[src/rtl/sha256_pkg.sv]
// sha256_pkg: shared SHA-256 types, FSM states and bit functions.
// Used by the compression controller and the message-schedule stage.
package sha256_pkg;

  localparam int ROUNDS_DEF = 64;

  typedef logic [31:0] word_t;

  // Eight words, index 0 in the MSBs (a / H0 first).
  typedef logic [0:7][31:0] hvec_t;

  typedef enum logic [2:0] {
    S_IDLE,
    S_LOADH,
    S_FETCH,
    S_EXEC,
    S_ADD,
    S_FIN
  } state_t;

  function automatic word_t s0(word_t x);
    return {x[1:0], x[31:2]}
         ^ {x[12:0], x[31:13]}
         ^ {x[21:0], x[31:22]};
  endfunction

  function automatic word_t s1(word_t x);
    return {x[5:0], x[31:6]}
         ^ {x[10:0], x[31:11]}
         ^ {x[24:0], x[31:25]};
  endfunction

  function automatic word_t sig0(word_t x);
    return {x[6:0], x[31:7]}
         ^ {x[17:0], x[31:18]}
         ^ {3'b0, x[31:3]};
  endfunction

  function automatic word_t sig1(word_t x);
    return {x[16:0], x[31:17]}
         ^ {x[18:0], x[31:19]}
         ^ {10'b0, x[31:10]};
  endfunction

  function automatic word_t ch(word_t e, word_t f, word_t g);
    return (e & f) ^ (~e & g);
  endfunction

  function automatic word_t maj(word_t a, word_t b, word_t c);
    return (a & b) ^ (a & c) ^ (b & c);
  endfunction

endpackage

[src/rtl/sha256_compress_ctrl_if.sv]
// sha256_compress_ctrl_if: HK constant memory port plus W stream.
// master = compression controller, slave = memory / schedule side.
interface sha256_compress_ctrl_if;
  import sha256_pkg::*;

  logic       HK_RDY;
  logic       HK_SELECTOR;
  logic [2:0] H_ADDR;
  logic [5:0] K_ADDR;
  word_t      HK_DR;
  word_t      W;
  logic       W_VALID;
  logic       W_READY;

  modport master (
    input  HK_RDY, HK_DR, W, W_VALID,
    output HK_SELECTOR, H_ADDR, K_ADDR, W_READY
  );

  modport slave (
    output HK_RDY, HK_DR, W, W_VALID,
    input  HK_SELECTOR, H_ADDR, K_ADDR, W_READY
  );

endinterface

[src/rtl/sha256_round.sv]
// sha256_round: one combinational SHA-256 round.
// Produces next a..h from current a..h, K[t] and W[t].
module sha256_round
  import sha256_pkg::*;
(
  input  hvec_t v_i,
  input  word_t k_i,
  input  word_t w_i,
  output hvec_t v_o
);

  word_t t1;
  word_t t2;

  // T1/T2 and the working-variable shift
  always_comb begin
    t1 = v_i[7] + s1(v_i[4])
       + ch(v_i[4], v_i[5], v_i[6])
       + k_i + w_i;
    t2 = s0(v_i[0])
       + maj(v_i[0], v_i[1], v_i[2]);
    v_o = {t1 + t2, v_i[0], v_i[1], v_i[2],
           v_i[3] + t1, v_i[4], v_i[5], v_i[6]};
  end

endmodule

[src/rtl/sha256_compress_ctrl.sv]
// sha256_compress_ctrl: sequences H load, K fetch and rounds for
// one 512-bit block, then folds the result into DIGEST.
module sha256_compress_ctrl
  import sha256_pkg::*;
#(
  parameter int ROUNDS = ROUNDS_DEF
) (
  input  logic                   CLK,
  input  logic                   RST,
  sha256_compress_ctrl_if.master hk_w,
  input  logic                   START,
  input  logic                   FIRST,
  output logic                   BUSY,
  output logic                   DONE,
  output logic [255:0]           DIGEST
);

  localparam logic [5:0] TLAST = 6'(ROUNDS - 1);

  state_t     state_q, state_d;
  logic [5:0] t_q, t_d;
  logic [3:0] hc_q, hc_d;
  hvec_t      v_q, v_d;
  hvec_t      hv_q, hv_d;
  word_t      k_q, k_d;
  logic       kf_q, kf_d;
  word_t      k_use;
  hvec_t      v_nx;
  logic [2:0] hidx;

  // K arrives on the first EXEC cycle; later cycles use the latch
  assign k_use  = kf_q ? hk_w.HK_DR : k_q;
  assign DIGEST = hv_q;
  assign hidx   = hc_q[2:0] - 3'd1;

  sha256_round u_round (
    .v_i (v_q),
    .k_i (k_use),
    .w_i (hk_w.W),
    .v_o (v_nx)
  );

  // FSM state register
  always_ff @(posedge CLK) begin
    if (RST) state_q <= S_IDLE;
    else     state_q <= state_d;
  end

  // datapath and counter registers
  always_ff @(posedge CLK) begin
    if (RST) begin
      t_q  <= '0;
      hc_q <= '0;
      v_q  <= '0;
      hv_q <= '0;
      k_q  <= '0;
      kf_q <= 1'b0;
    end else begin
      t_q  <= t_d;
      hc_q <= hc_d;
      v_q  <= v_d;
      hv_q <= hv_d;
      k_q  <= k_d;
      kf_q <= kf_d;
    end
  end

  // next state, datapath updates and outputs
  always_comb begin
    state_d          = state_q;
    t_d              = t_q;
    hc_d             = hc_q;
    v_d              = v_q;
    hv_d             = hv_q;
    k_d              = k_q;
    kf_d             = 1'b0;
    BUSY             = 1'b0;
    DONE             = 1'b0;
    hk_w.HK_SELECTOR = 1'b0;
    hk_w.H_ADDR      = '0;
    hk_w.K_ADDR      = t_q;
    hk_w.W_READY     = 1'b0;
    unique case (state_q)
      S_IDLE: begin
        if (START && hk_w.HK_RDY) begin
          t_d  = '0;
          hc_d = '0;
          if (FIRST) begin
            state_d = S_LOADH;
          end else begin
            state_d = S_FETCH;
            v_d     = hv_q;
          end
        end
      end
      S_LOADH: begin
        BUSY        = 1'b1;
        hk_w.H_ADDR = hc_q[2:0];
        if (hc_q != 4'd0) begin
          hv_d[hidx] = hk_w.HK_DR;
          v_d[hidx]  = hk_w.HK_DR;
        end
        if (hc_q == 4'd8) state_d = S_FETCH;
        else              hc_d    = hc_q + 4'd1;
      end
      S_FETCH: begin
        BUSY             = 1'b1;
        hk_w.HK_SELECTOR = 1'b1;
        kf_d             = 1'b1;
        state_d          = S_EXEC;
      end
      S_EXEC: begin
        BUSY             = 1'b1;
        hk_w.HK_SELECTOR = 1'b1;
        hk_w.W_READY     = 1'b1;
        if (kf_q) k_d = hk_w.HK_DR;
        if (hk_w.W_VALID) begin
          v_d = v_nx;
          if (t_q == TLAST) begin
            state_d = S_ADD;
          end else begin
            t_d     = t_q + 6'd1;
            state_d = S_FETCH;
          end
        end
      end
      S_ADD: begin
        BUSY = 1'b1;
        for (int i = 0; i < 8; i++) begin
          hv_d[i] = hv_q[i] + v_q[i];
        end
        state_d = S_FIN;
      end
      S_FIN: begin
        DONE    = 1'b1;
        state_d = S_IDLE;
      end
      default: state_d = S_IDLE;
    endcase
  end

endmodule

[src/flat_wrapper.sv]
// flat-port wrapper written by rule: the top's interface ports become plain ports
module sha256_compress_ctrl_flat import sha256_pkg::*;
#(
  parameter int ROUNDS = ROUNDS_DEF
)
  (CLK, RST, START, FIRST, BUSY, DONE, DIGEST, hk_w_HK_RDY, hk_w_HK_DR, hk_w_W, hk_w_W_VALID, hk_w_HK_SELECTOR, hk_w_H_ADDR, hk_w_K_ADDR, hk_w_W_READY);
  sha256_compress_ctrl_if hk_w_i ();
  input  logic CLK;
  input  logic RST;
  input  logic START;
  input  logic FIRST;
  output logic BUSY;
  output logic DONE;
  output logic [255:0] DIGEST;
  input wire logic [$bits(hk_w_i.HK_RDY)-1:0] hk_w_HK_RDY;
  input wire logic [$bits(hk_w_i.HK_DR)-1:0] hk_w_HK_DR;
  input wire logic [$bits(hk_w_i.W)-1:0] hk_w_W;
  input wire logic [$bits(hk_w_i.W_VALID)-1:0] hk_w_W_VALID;
  output wire logic [$bits(hk_w_i.HK_SELECTOR)-1:0] hk_w_HK_SELECTOR;
  output wire logic [$bits(hk_w_i.H_ADDR)-1:0] hk_w_H_ADDR;
  output wire logic [$bits(hk_w_i.K_ADDR)-1:0] hk_w_K_ADDR;
  output wire logic [$bits(hk_w_i.W_READY)-1:0] hk_w_W_READY;
  assign hk_w_i.HK_RDY = hk_w_HK_RDY;
  assign hk_w_i.HK_DR = hk_w_HK_DR;
  assign hk_w_i.W = hk_w_W;
  assign hk_w_i.W_VALID = hk_w_W_VALID;
  assign hk_w_HK_SELECTOR = hk_w_i.HK_SELECTOR;
  assign hk_w_H_ADDR = hk_w_i.H_ADDR;
  assign hk_w_K_ADDR = hk_w_i.K_ADDR;
  assign hk_w_W_READY = hk_w_i.W_READY;
  sha256_compress_ctrl #(.ROUNDS(ROUNDS)) u_core (.CLK(CLK), .RST(RST), .hk_w(hk_w_i), .START(START), .FIRST(FIRST), .BUSY(BUSY), .DONE(DONE), .DIGEST(DIGEST));
endmodule
[config.mk]
export PLATFORM = sky130hd
export DESIGN_NAME = sha256_compress_ctrl_flat
export DESIGN_NICKNAME = d
export VERILOG_FILES = /design/src/rtl/sha256_pkg.sv /design/src/rtl/sha256_compress_ctrl_if.sv /design/src/rtl/sha256_round.sv /design/src/rtl/sha256_compress_ctrl.sv /design/src/flat_wrapper.sv
export SDC_FILE = /design/constraint.sdc
export NUM_CORES = 2
export LEC_CHECK = 0
export BUFFER_PORTS_ARGS = -buffer_cell sky130_fd_sc_hd__buf_2
export CORE_UTILIZATION = 50
export DETAILED_ROUTE_END_ITERATION = 6
export GPL_TIMING_DRIVEN = 0
export PLACE_DENSITY = 0.7
export SYNTH_ARGS = -nofsm -noshare
export SYNTH_HDL_FRONTEND = slang
export SYNTH_SLANG_ARGS = --single-unit
[constraint.sdc]
create_clock -name CLK -period 11.1 [get_ports CLK]
set_clock_uncertainty 0.2 [all_clocks]
set_input_delay 1.11 -clock CLK [delete_from_list [all_inputs] [get_ports CLK]]
set_output_delay 1.11 -clock CLK [all_outputs]
set_load 0.005 [all_outputs]
==> results.yml <==
power:
  p_per_area_nw_per_um2: 258
  vdd_ir_drop_max_mv: 0.240
  power_leakage_nw: 24.4
global_routing:
  grt_use_total_pct: 56.5
  gr-total-overflow: 0
  grt_first_pass_wirelength_um: 403000
  grt_pass1_vias: 50916
  antenna_found_initial: 43
  grt_start_max_net_pins: 12
timing:
  relSlewSlack_pct: -16.5
  min_period_ns: 11.10
  setup_slack_ns: 0.000112
  final_max_slew_viol_count: 179
  fin_crit_sh_pct: 100
  rsz0062_at_grt: "no"
  tightest_slew_ns: 1.75
  finalSetupViolations: 0
  hold_slack_ns: 0.256
  max_freq_mhz: 90.1
  finalSetupTns_ns: 0
  finalHoldViolCount: 0
die:
  die_h_um: 319
  io-pin-count: 339
  die_area_sq_um: 102000
  die_w_um: 319
  fp-row-count: 116
  initial_core_util_pct: 50.3
  core_area_sq_um: 100000
worst_setup_path:
  slowest_stage: "xor2_1"
  worstSetupPathType: "flip-flop to flip-flop"
  r2r-start: "u_core.v_q[98]"
  cp.buffers_inverters: 5
  crit_fanout: 6
  cp_data_required_time_ns: 11.41
  worstSetupStartpointType: "flip-flop"
  slowest_delay_ns: 1.04
  reg2reg_to: "u_core.v_q[255]"
  critical_path.top_delay_family: "compound AO/OA/AOI/OAI gates"
  reg2reg_slack_ns: 0.0001
  end_kind: "flip-flop"
  cp.arrival_ns: 11.41
  reg2reg_depth: 29
cts:
  clk_latency_ns: 0.70
  cts_setup_buffers: 0
  cts_tree: "done"
  clkSinkCount: 558
  htree_levels: 3
  cts_buffer_depth: 3
  clk_pin_slew_ns: 0.06
  cts_buffers: 73
  holdBufCountCts: 0
  cts_resized: 0
  cts-root-buf: "clkbuf_16"
placed_design:
  place_ws_ns: -0.139
  routabilityCongestion: 1.11
  hpwl_um: 230000
  placed_area_sq_um: 53900
  numPortBuffers: 313
final_layout:
  drive_gt1_share_pct: 8.68
  nNetsFinal: 7509
  fin_area_sq_um: 56500
  syn2layout_area_growth_pct: 12.1
synthesis:
  synthCells: 6558
  synth_top_family_by_area: "compound AO/OA/AOI/OAI gates"
  yosysUniqueCellTypes: 93
  synth_warnings: 0
  syn_avg_cell_area_sq_um: 7.68
  synthMuxAreaShare_pct: 8.59
  synth_seq_cells: 558
  synth_fp_nets: 7105
  yosysSeqAreaShare_pct: 22.2
  synth_area_leaders: "dfxtp_1 (22%), ha_1 (8.5%), mux2i_1 (7.1%)"
  synthSimpleGateAreaFrac_pct: 17.2
  synth_edf_count: 0
  synth_flop_cell: "dfxtp_1"
  synth_compound_area_share_pct: 25.0
  netlist_area_sq_um: 50300
  synthAdderAreaFrac_pct: 13.9
  synth.top_cell.area_share_pct: 22.2
  synthArstFlopShare_pct: 0
  synth_area_leader_cell: "dfxtp_1"
  synth_xor_area_share_pct: 7.12
worst_hold_path:
  hold_class: "flip-flop to flip-flop"
  holdPathEnd: "u_core.k_q[0]"
  hold_depth: 2
  hold_start: "u_core.k_q[0]"
drt:
  via_count: 58699
  drtPass1Iterations: 7
  drc: 13
  avgRoutedWirePerCell_um: 36.1
  antenna_left: 0
  drt_wl_total_um: 302000
  drtIter0Drc: 10628
  viasPerCell: 7.03
flow_run:
  cap_violations: 19
run_status:
  violations: "design-rule violations, max-capacitance violations, max-slew violations"
  status: "finished, violations left"
-- sequential cells by signal (all words and copies together), names as in the netlist --
name                count
u_core.state_q          3
u_core.hk_w.K_ADDR      6
u_core.kf_q             1
u_core.hc_q             4
u_core.DIGEST         256
u_core.k_q             32
u_core.v_q            256
-- Yosys cell counts, types with 21 or more instances --
cell type and count:
nand2_1 933, nor2_1 645, dfxtp_1 558, clkbuf_1 444, a21oi_1 393, mux2i_1 358, o21ai_0 356, ha_1 344
inv_1 300, xnor2_1 283, a211oi_1 273, a311oi_1 236, a21o_1 205, fa_1 133, xor2_1 124, nor3_1 88
mux2_2 66, nand3_1 64, nor2b_1 60, nand2b_1 56, and3_1 49, buf_1 46, a31oi_1 43, o21a_1 39
o21bai_1 29, or3_1 27, nand4_1 26, o22ai_1 26, a211o_1 21, o211ai_1 21
-- worst register-to-register path, delay by kind of cell (launching register included) --
family,cells,cell delay [ns]
compound gates,10,4.06
xor+xnor,3,1.43
fa+ha+maj,6,2.60
buf+inv,5,1.29
flops,1,0.35
mux,1,0.55
simple gates,4,0.45
-- layout make-up --
type | count | area (sq um)
fillers | 9644 | 43500
clock inverters | 17 | 214
well taps | 1298 | 1620
inverters | 301 | 1130
clock buffers | 111 | 2200
repair buffers | 329 | 1900
flip-flops and latches | 558 | 11200
multi-input cells | 5199 | 36200
plain buffers | 500 | 1950
diodes | 41 | 103
-- per-layer routing --
| metal | GRT usage [%] | wire [um] | vias to the layer above |
|---|---|---|---|
| met3 | 28.3 | 56400 | 1179 |
| met1 | 72.3 | 110000 | 27675 |
| met2 | 70.8 | 108000 | 5564 |
| met4 | 42.4 | 26100 | 52 |
| met5 | 1.56 | 365 | - |
| li1 | - | - | 24229 |
-- kinds of logic after synthesis --
| group | Yosys count |
|---|---|
| and+or+nand+nor | 2029 |
| AOI/OAI and AO/OA | 1858 |
| buffers and inverters | 801 |
| DFF | 558 |
| adders and majority gates | 480 |
| muxes | 424 |
| xor gates and xnor gates | 408 |
-- how the worst max path moves through the flow --
stage,depth (start not counted),endpoint,start
floorplan,30,u_core.v_q[255],hk_w_HK_DR[12]
global placement,29,u_core.v_q[255],hk_w_HK_DR[12]
detailed placement,33,u_core.v_q[255],hk_w_HK_DR[1]
CTS,33,u_core.v_q[255],hk_w_HK_DR[1]
global route,32,u_core.v_q[255],u_core.v_q[104]
finish,29,u_core.v_q[255],u_core.v_q[98]
-- per-stage QoR --
stage | utilization, % | instances | power [mW]
final | 56.5 | 8354 | 14.5
after global placement | 53.5 | 8169 | 11.3
after CTS | 56.3 | 8313 | 13.9
after global routing | 56.4 | 8321 | 15.0
after detailed placement | 53.9 | 8185 | 11.3
after floorplan | - | 6558 | 8.32
-- cells in the final DEF (no fill, tap or decap), drive strengths merged, types with 133 or more instances in the layout --
| cell | count |
|---|---|
| mux2i | 358 |
| nand2 | 933 |
| inv | 303 |
| xnor2 | 283 |
| ha | 344 |
| nor2 | 645 |
| buf | 377 |
| dfxtp | 558 |
| a211oi | 274 |
| fa | 133 |
| o21ai | 373 |
| a311oi | 236 |
| a21oi | 394 |
| clkbuf | 563 |
| a21o | 207 |
-- power breakdown --
group	internal, mW	switching [mW]	leakage (nW)
sequential	2.18	0.416	4.53
combinational	3.11	6.29	18.7
clock	1.44	1.10	1.19
total	6.73	7.81	24.4
(Power assumes the default switching activity.)
